File: config.mk
export PLATFORM = sky130hd
export DESIGN_NAME = rf_writeback_queue_flat
export DESIGN_NICKNAME = d
export VERILOG_FILES = /design/src/rtl/rf_writeback_queue_if.sv /design/src/rtl/rf_writeback_queue.sv /design/src/flat_wrapper.sv
export SDC_FILE = /design/constraint.sdc
export NUM_CORES = 1
export LEC_CHECK = 0
export BUFFER_PORTS_ARGS = -buffer_cell sky130_fd_sc_hd__buf_4
export CORE_UTILIZATION = 53
export DETAILED_ROUTE_END_ITERATION = 12
export PLACE_DENSITY = 0.77
export SLEW_MARGIN = 10
export SYNTH_ARGS = -nofsm -noshare
export SYNTH_HDL_FRONTEND = slang
export SYNTH_SLANG_ARGS = --single-unit
File: constraint.sdc
create_clock -name clk -period 4.85 [get_ports clk]
set_input_delay 0.7275 -clock clk [delete_from_list [all_inputs] [get_ports clk]]
set_output_delay 0.7275 -clock clk [all_outputs]
set_load 0.01 [all_outputs]
File: src/rtl/rf_writeback_queue_if.sv
// Writeback request, hazard query and register-file write port bundle.
// master: the side producing writeback requests and consuming the write port.
// slave:  the writeback queue itself.
interface rf_writeback_queue_if #(
  parameter int DEPTH = 4,
  parameter int XLEN  = 32
);
  localparam int CW = $clog2(DEPTH) + 1;

  logic            lsu_valid;
  logic [4:0]      lsu_rd;
  logic [XLEN-1:0] lsu_data;
  logic            lsu_ready;

  logic            alu_valid;
  logic [4:0]      alu_rd;
  logic [XLEN-1:0] alu_data;
  logic            alu_ready;

  logic [4:0]      A1;
  logic [4:0]      A2;
  logic            busy1;
  logic            busy2;

  logic            WE3;
  logic [4:0]      A3;
  logic [XLEN-1:0] WD3;
  logic [CW-1:0]   count;

  modport master (
    output lsu_valid, lsu_rd, lsu_data,
    output alu_valid, alu_rd, alu_data,
    output A1, A2,
    input  lsu_ready, alu_ready, busy1, busy2,
    input  WE3, A3, WD3, count
  );

  modport slave (
    input  lsu_valid, lsu_rd, lsu_data,
    input  alu_valid, alu_rd, alu_data,
    input  A1, A2,
    output lsu_ready, alu_ready, busy1, busy2,
    output WE3, A3, WD3, count
  );
endinterface

File: src/rtl/rf_writeback_queue.sv
// In-order writeback FIFO feeding the register-file write port.
// Accepts up to two results per cycle (LSU first, ALU second), drains one per
// cycle onto WE3/A3/WD3 and flags reads that hit a still-pending write.
module rf_writeback_queue #(
  parameter int DEPTH = 4,
  parameter int XLEN  = 32
) (
  input logic               clk,
  input logic               areset,
  rf_writeback_queue_if.slave wb
);
  localparam int PW = $clog2(DEPTH);
  localparam int CW = PW + 1;
  localparam logic [CW:0] FREE_ONE = (CW+1)'(1);
  localparam logic [CW:0] FREE_TWO = (CW+1)'(2);

  logic [PW-1:0]   wr_ptr_q, wr_ptr_d;
  logic [PW-1:0]   rd_ptr_q, rd_ptr_d;
  logic [CW-1:0]   count_q, count_d;
  logic [4:0]      rd_mem_q   [DEPTH];
  logic [XLEN-1:0] data_mem_q [DEPTH];

  logic            we3_q, we3_d;
  logic [4:0]      a3_q, a3_d;
  logic [XLEN-1:0] wd3_q, wd3_d;

  logic            pop;
  logic [CW:0]     free;
  logic            lsu_ready, alu_ready;
  logic            lsu_push, alu_push;
  logic [PW-1:0]   alu_slot;
  logic [CW-1:0]   n_push;

  logic [PW-1:0]   off;
  logic            hit1, hit2;

  // Admission: the entry popped this cycle frees a slot for incoming requests.
  always_comb begin
    pop       = (count_q != '0);
    free      = (CW+1)'(DEPTH) - {1'b0, count_q} + {{CW{1'b0}}, pop};
    lsu_ready = !areset && (free >= FREE_ONE);
    lsu_push  = wb.lsu_valid && lsu_ready && (wb.lsu_rd != 5'd0);
    alu_ready = !areset && ((free >= FREE_TWO) || ((free >= FREE_ONE) && !lsu_push));
    alu_push  = wb.alu_valid && alu_ready && (wb.alu_rd != 5'd0);
    alu_slot  = wr_ptr_q + PW'(lsu_push);
    n_push    = CW'(lsu_push) + CW'(alu_push);
    count_d   = count_q + n_push - CW'(pop);
    wr_ptr_d  = wr_ptr_q + PW'(n_push);
    rd_ptr_d  = rd_ptr_q + PW'(pop);
  end

  // Drain stage: present the head for one cycle, hold address/data when idle.
  always_comb begin
    we3_d = pop;
    a3_d  = a3_q;
    wd3_d = wd3_q;
    if (pop) begin
      a3_d  = rd_mem_q[rd_ptr_q];
      wd3_d = data_mem_q[rd_ptr_q];
    end
  end

  // Hazard lookup over occupied entries plus the write currently on the port.
  always_comb begin
    hit1 = 1'b0;
    hit2 = 1'b0;
    off  = '0;
    for (int i = 0; i < DEPTH; i++) begin
      off = PW'(i) - rd_ptr_q;
      if ({1'b0, off} < count_q) begin
        if (rd_mem_q[i] == wb.A1) hit1 = 1'b1;
        if (rd_mem_q[i] == wb.A2) hit2 = 1'b1;
      end
    end
    if (we3_q && (a3_q == wb.A1)) hit1 = 1'b1;
    if (we3_q && (a3_q == wb.A2)) hit2 = 1'b1;
  end

  // Pointer, occupancy and write-port registers.
  always_ff @(posedge clk or posedge areset) begin
    if (areset) begin
      wr_ptr_q <= '0;
      rd_ptr_q <= '0;
      count_q  <= '0;
      we3_q    <= 1'b0;
      a3_q     <= '0;
      wd3_q    <= '0;
    end else begin
      wr_ptr_q <= wr_ptr_d;
      rd_ptr_q <= rd_ptr_d;
      count_q  <= count_d;
      we3_q    <= we3_d;
      a3_q     <= a3_d;
      wd3_q    <= wd3_d;
    end
  end

  // Entry storage; validity is tracked solely by the pointers and count.
  always_ff @(posedge clk) begin
    if (lsu_push) begin
      rd_mem_q[wr_ptr_q]   <= wb.lsu_rd;
      data_mem_q[wr_ptr_q] <= wb.lsu_data;
    end
    if (alu_push) begin
      rd_mem_q[alu_slot]   <= wb.alu_rd;
      data_mem_q[alu_slot] <= wb.alu_data;
    end
  end

  assign wb.lsu_ready = lsu_ready;
  assign wb.alu_ready = alu_ready;
  assign wb.busy1     = (wb.A1 != 5'd0) && hit1;
  assign wb.busy2     = (wb.A2 != 5'd0) && hit2;
  assign wb.WE3       = we3_q;
  assign wb.A3        = a3_q;
  assign wb.WD3       = wd3_q;
  assign wb.count     = count_q;
endmodule

File: src/flat_wrapper.sv
// flat-port wrapper written by rule: the top's interface ports become plain ports
module rf_writeback_queue_flat 
#(
  parameter int DEPTH = 4,
  parameter int XLEN  = 32
)
  (clk, areset, wb_lsu_valid, wb_lsu_rd, wb_lsu_data, wb_alu_valid, wb_alu_rd, wb_alu_data, wb_A1, wb_A2, wb_lsu_ready, wb_alu_ready, wb_busy1, wb_busy2, wb_WE3, wb_A3, wb_WD3, wb_count);
  rf_writeback_queue_if #(.DEPTH(DEPTH), .XLEN(XLEN)) wb_i ();
  input logic clk;
  input logic areset;
  input wire logic [$bits(wb_i.lsu_valid)-1:0] wb_lsu_valid;
  input wire logic [$bits(wb_i.lsu_rd)-1:0] wb_lsu_rd;
  input wire logic [$bits(wb_i.lsu_data)-1:0] wb_lsu_data;
  input wire logic [$bits(wb_i.alu_valid)-1:0] wb_alu_valid;
  input wire logic [$bits(wb_i.alu_rd)-1:0] wb_alu_rd;
  input wire logic [$bits(wb_i.alu_data)-1:0] wb_alu_data;
  input wire logic [$bits(wb_i.A1)-1:0] wb_A1;
  input wire logic [$bits(wb_i.A2)-1:0] wb_A2;
  output wire logic [$bits(wb_i.lsu_ready)-1:0] wb_lsu_ready;
  output wire logic [$bits(wb_i.alu_ready)-1:0] wb_alu_ready;
  output wire logic [$bits(wb_i.busy1)-1:0] wb_busy1;
  output wire logic [$bits(wb_i.busy2)-1:0] wb_busy2;
  output wire logic [$bits(wb_i.WE3)-1:0] wb_WE3;
  output wire logic [$bits(wb_i.A3)-1:0] wb_A3;
  output wire logic [$bits(wb_i.WD3)-1:0] wb_WD3;
  output wire logic [$bits(wb_i.count)-1:0] wb_count;
  assign wb_i.lsu_valid = wb_lsu_valid;
  assign wb_i.lsu_rd = wb_lsu_rd;
  assign wb_i.lsu_data = wb_lsu_data;
  assign wb_i.alu_valid = wb_alu_valid;
  assign wb_i.alu_rd = wb_alu_rd;
  assign wb_i.alu_data = wb_alu_data;
  assign wb_i.A1 = wb_A1;
  assign wb_i.A2 = wb_A2;
  assign wb_lsu_ready = wb_i.lsu_ready;
  assign wb_alu_ready = wb_i.alu_ready;
  assign wb_busy1 = wb_i.busy1;
  assign wb_busy2 = wb_i.busy2;
  assign wb_WE3 = wb_i.WE3;
  assign wb_A3 = wb_i.A3;
  assign wb_WD3 = wb_i.WD3;
  assign wb_count = wb_i.count;
  rf_writeback_queue #(.DEPTH(DEPTH), .XLEN(XLEN)) u_core (.clk(clk), .areset(areset), .wb(wb_i));
endmodule
==> results.yml <==
setup_path:
  worst_path_max_delay_cell: "mux2i_4"
  slowest_delay_ns: 0.84
  worst-path-buf-inv: 2
  path_delay_family: "multiplexers"
  end_kind: "flip-flop"
  crit_type: "flip-flop to flip-flop"
  cp.required_ns: 4.97
  cp_data_arrival_time_ns: 4.46
  cp-start-kind: "flip-flop"
  crit_chain: "nor3_2 > ha_1 > inv_1 > ha_1 > or2_0 > a21oi_1 > a211oi_1 > ha_1 > nor4b_1 > a22oi_1 > mux2i_4 > buf_4"
  crit_fanout: 23
  crit_top_cell: "ha_1"
clocking:
  ctsRootBufferMaster: "clkbuf_16"
  clock_latency_ns: 0.43
  cts.sinks: 193
  cts_tree: "yes"
  cts_setup_buffers: 0
  cts.repair.resized: 0
  cts_buffers: 17
  clk_pin_slew_ns: 0.07
  h-tree-depth: 4
  clockBufferDepth: 2
  cts_hold_buf: 0
timing:
  tightestPinTransition_ns: 1.02
  drv_slew: 0
  skew_ns: 0.0120
  hold_slack_ns: 0.507
  min_period_ns: 4.34
  relSlewSlack: 0.308
  hold_viol: 0
  max_freq_mhz: 231
  timing.final.crit_share: 0.894
  finalSetupViolCount: 0
  rsz0062_at_grt: "false"
floorplanning:
  start_util: 0.541
  die_x_um: 143
  fp-row-count: 51
  ios: 133
  fp.dieH_um: 143
  coreArea_sq_mm: 0.0195
  dieArea_sq_mm: 0.0204
drt:
  wl_per_cell_um: 22.1
  drt_iter0_drc: 279
  ant_nets: 0
  dr.pass1.iters: 4
  vias: 5803
  wl_um: 22400
  vias_per_cell: 5.72
  drc: 0
pwr:
  p_leak_nw: 4.74
  p_per_area_mw_per_mm2: 552
  ir_worst_vdd_mv: 0.252
synth:
  synth_area_leaders: "edfxtp_1 42%, mux2_4 17%, dfrtp_1 11%"
  synth_area_sq_mm: 0.0105
  ys_types: 40
  synth_fp_nets: 712
  yosys.area.top_type: "edfxtp_1"
  synth_ff_type: "edfxtp_1"
  yosysTopAreaCellShare: 0.422
  ys_seq_area_frac: 0.529
  synth_edf_count: 148
  syn_area_per_cell_sq_um: 17.3
  ys_warn_count: 0
  syn_inst: 610
  synth.ff_latch_count: 193
  synthArstFlopShare: 0.233
finish:
  instances_no_fill: 1015
  fin_area_sq_mm: 0.0124
  mostFrequentLayoutCell: "edfxtp_1"
  nNetsFinal: 839
  area_growth_pct: 17.4
  utilization: 0.635
  register_area_sq_mm: 0.00557
  multiInputGateArea_sq_mm: 0.00458
  layout_common_cells: "148 x edfxtp_1, 145 x buf_4, 120 x mux2_4, 65 x mux2_2, 44 x xor2_1"
  drive_above_1_share: 0.561
  nFillCells: 1408
  antenna_cells: 0
placed_design:
  routabilityCongestion: 0.911
  portBuffers: 132
  placed_cells: 983
  place_area_sq_mm: 0.0117
  dp_hpwl_um: 15200
grt:
  grt_first_pass_wirelength_um: 34400
  grt_max_degree: 46
  track_usage: 0.232
  grt_pass1_vias: 6303
  overflow: 0
  antenna_found_initial: 0
hold_path:
  hold_class: "flip-flop to flip-flop"
status:
  outcome: "complete, no violations"
job:
  maxCapViolCount: 0
[final cells by class]
cell class	count	share of cell area
multi-input cells	362	0.370
well taps	265	0.0268
clock inverters	13	0.0149
flip-flops and latches	193	0.451
clock buffers	19	0.0358
inverters	12	0.00364
repair buffers	151	0.0978
[per-layer routing]
metal  track usage  up-vias  part of all wire
met5             0        -                 0
met4        0.0990        0             0.022
met3        0.0412       35             0.053
met2         0.422      184              0.54
met1         0.268     2987              0.39
li1              -     2597                 -
[cells in the mapped netlist, types with 3 or more instances]
cell type,count
mux2i_1,4
buf_6,5
buf_2,6
nor2_1,5
xor2_1,44
a21oi_1,5
buf_12,12
nor3_1,9
or4_1,3
dfrtp_1,45
nand3_1,6
nand4_1,4
ha_1,13
clkbuf_1,18
nor4_1,5
mux2_4,120
xnor2_1,14
edfxtp_1,148
mux4_2,37
mux2_2,65
o211ai_1,4
inv_1,12
and3_1,4
[flip-flops by register name, summed over array words and instances, names as in the netlist]
name	count
u_core.wb.WD3	32
u_core.wb.WE3	1
u_core.wr_ptr_q	2
u_core.wb.count	3
u_core.wb.A3	5
u_core.rd_ptr_q	2
u_core.data_mem_q	128
u_core.rd_mem_q	20
[path summary, 6_finish.rpt]
check	slack, ns	depth (start not counted)	endpoint	start
worst max-delay path	0.51	12	u_core.data_mem_q[1][11]	u_core.wb.count[2]
worst min-delay path	0.51	1	u_core.wb.WD3[31]	u_core.wb.WD3[31]
worst max register to register	0.51	12	u_core.data_mem_q[1][11]	u_core.wb.count[2]
worst min register to register	0.51	1	u_core.wb.WD3[31]	u_core.wb.WD3[31]
max in group asynchronous	3.80	3	u_core.wb.A3[3]	areset
min in group asynchronous	0.56	3	u_core.wb.WD3[5]	areset
[report_power, final]
| part | internal [mW] | switching (mW) |
|---|---|---|
| sequential | 2.36 | 0.354 |
| clock | 0.879 | 0.605 |
| combinational | 1.45 | 1.18 |
| total | 4.68 | 2.14 |
[metrics by stage]
stage	setup TNS [ns]	total power, mW	worst slack (ns)
finish	0	6.82	0.513
global route	0	7.15	0.190
CTS	0	6.88	0.475
detailed placement	0	5.40	0.510
global placement	0	5.28	0.729
floorplan	-59.61	4.52	-0.425
[cell families (layout without fill, tap and decap cells)]
logic type	Yosys count	after routing	synth area share
xor gates and xnor gates	58	58	0.0482
adders and majority gates	14	14	0.0173
buffers and inverters	55	195	0.0424
DFF	193	193	0.529
AOI/OAI and AO/OA	21	21	0.0158
muxes	226	226	0.323
and+or+nand+nor	43	43	0.0239
No activity file was read; power rests on OpenSTA's default activity.
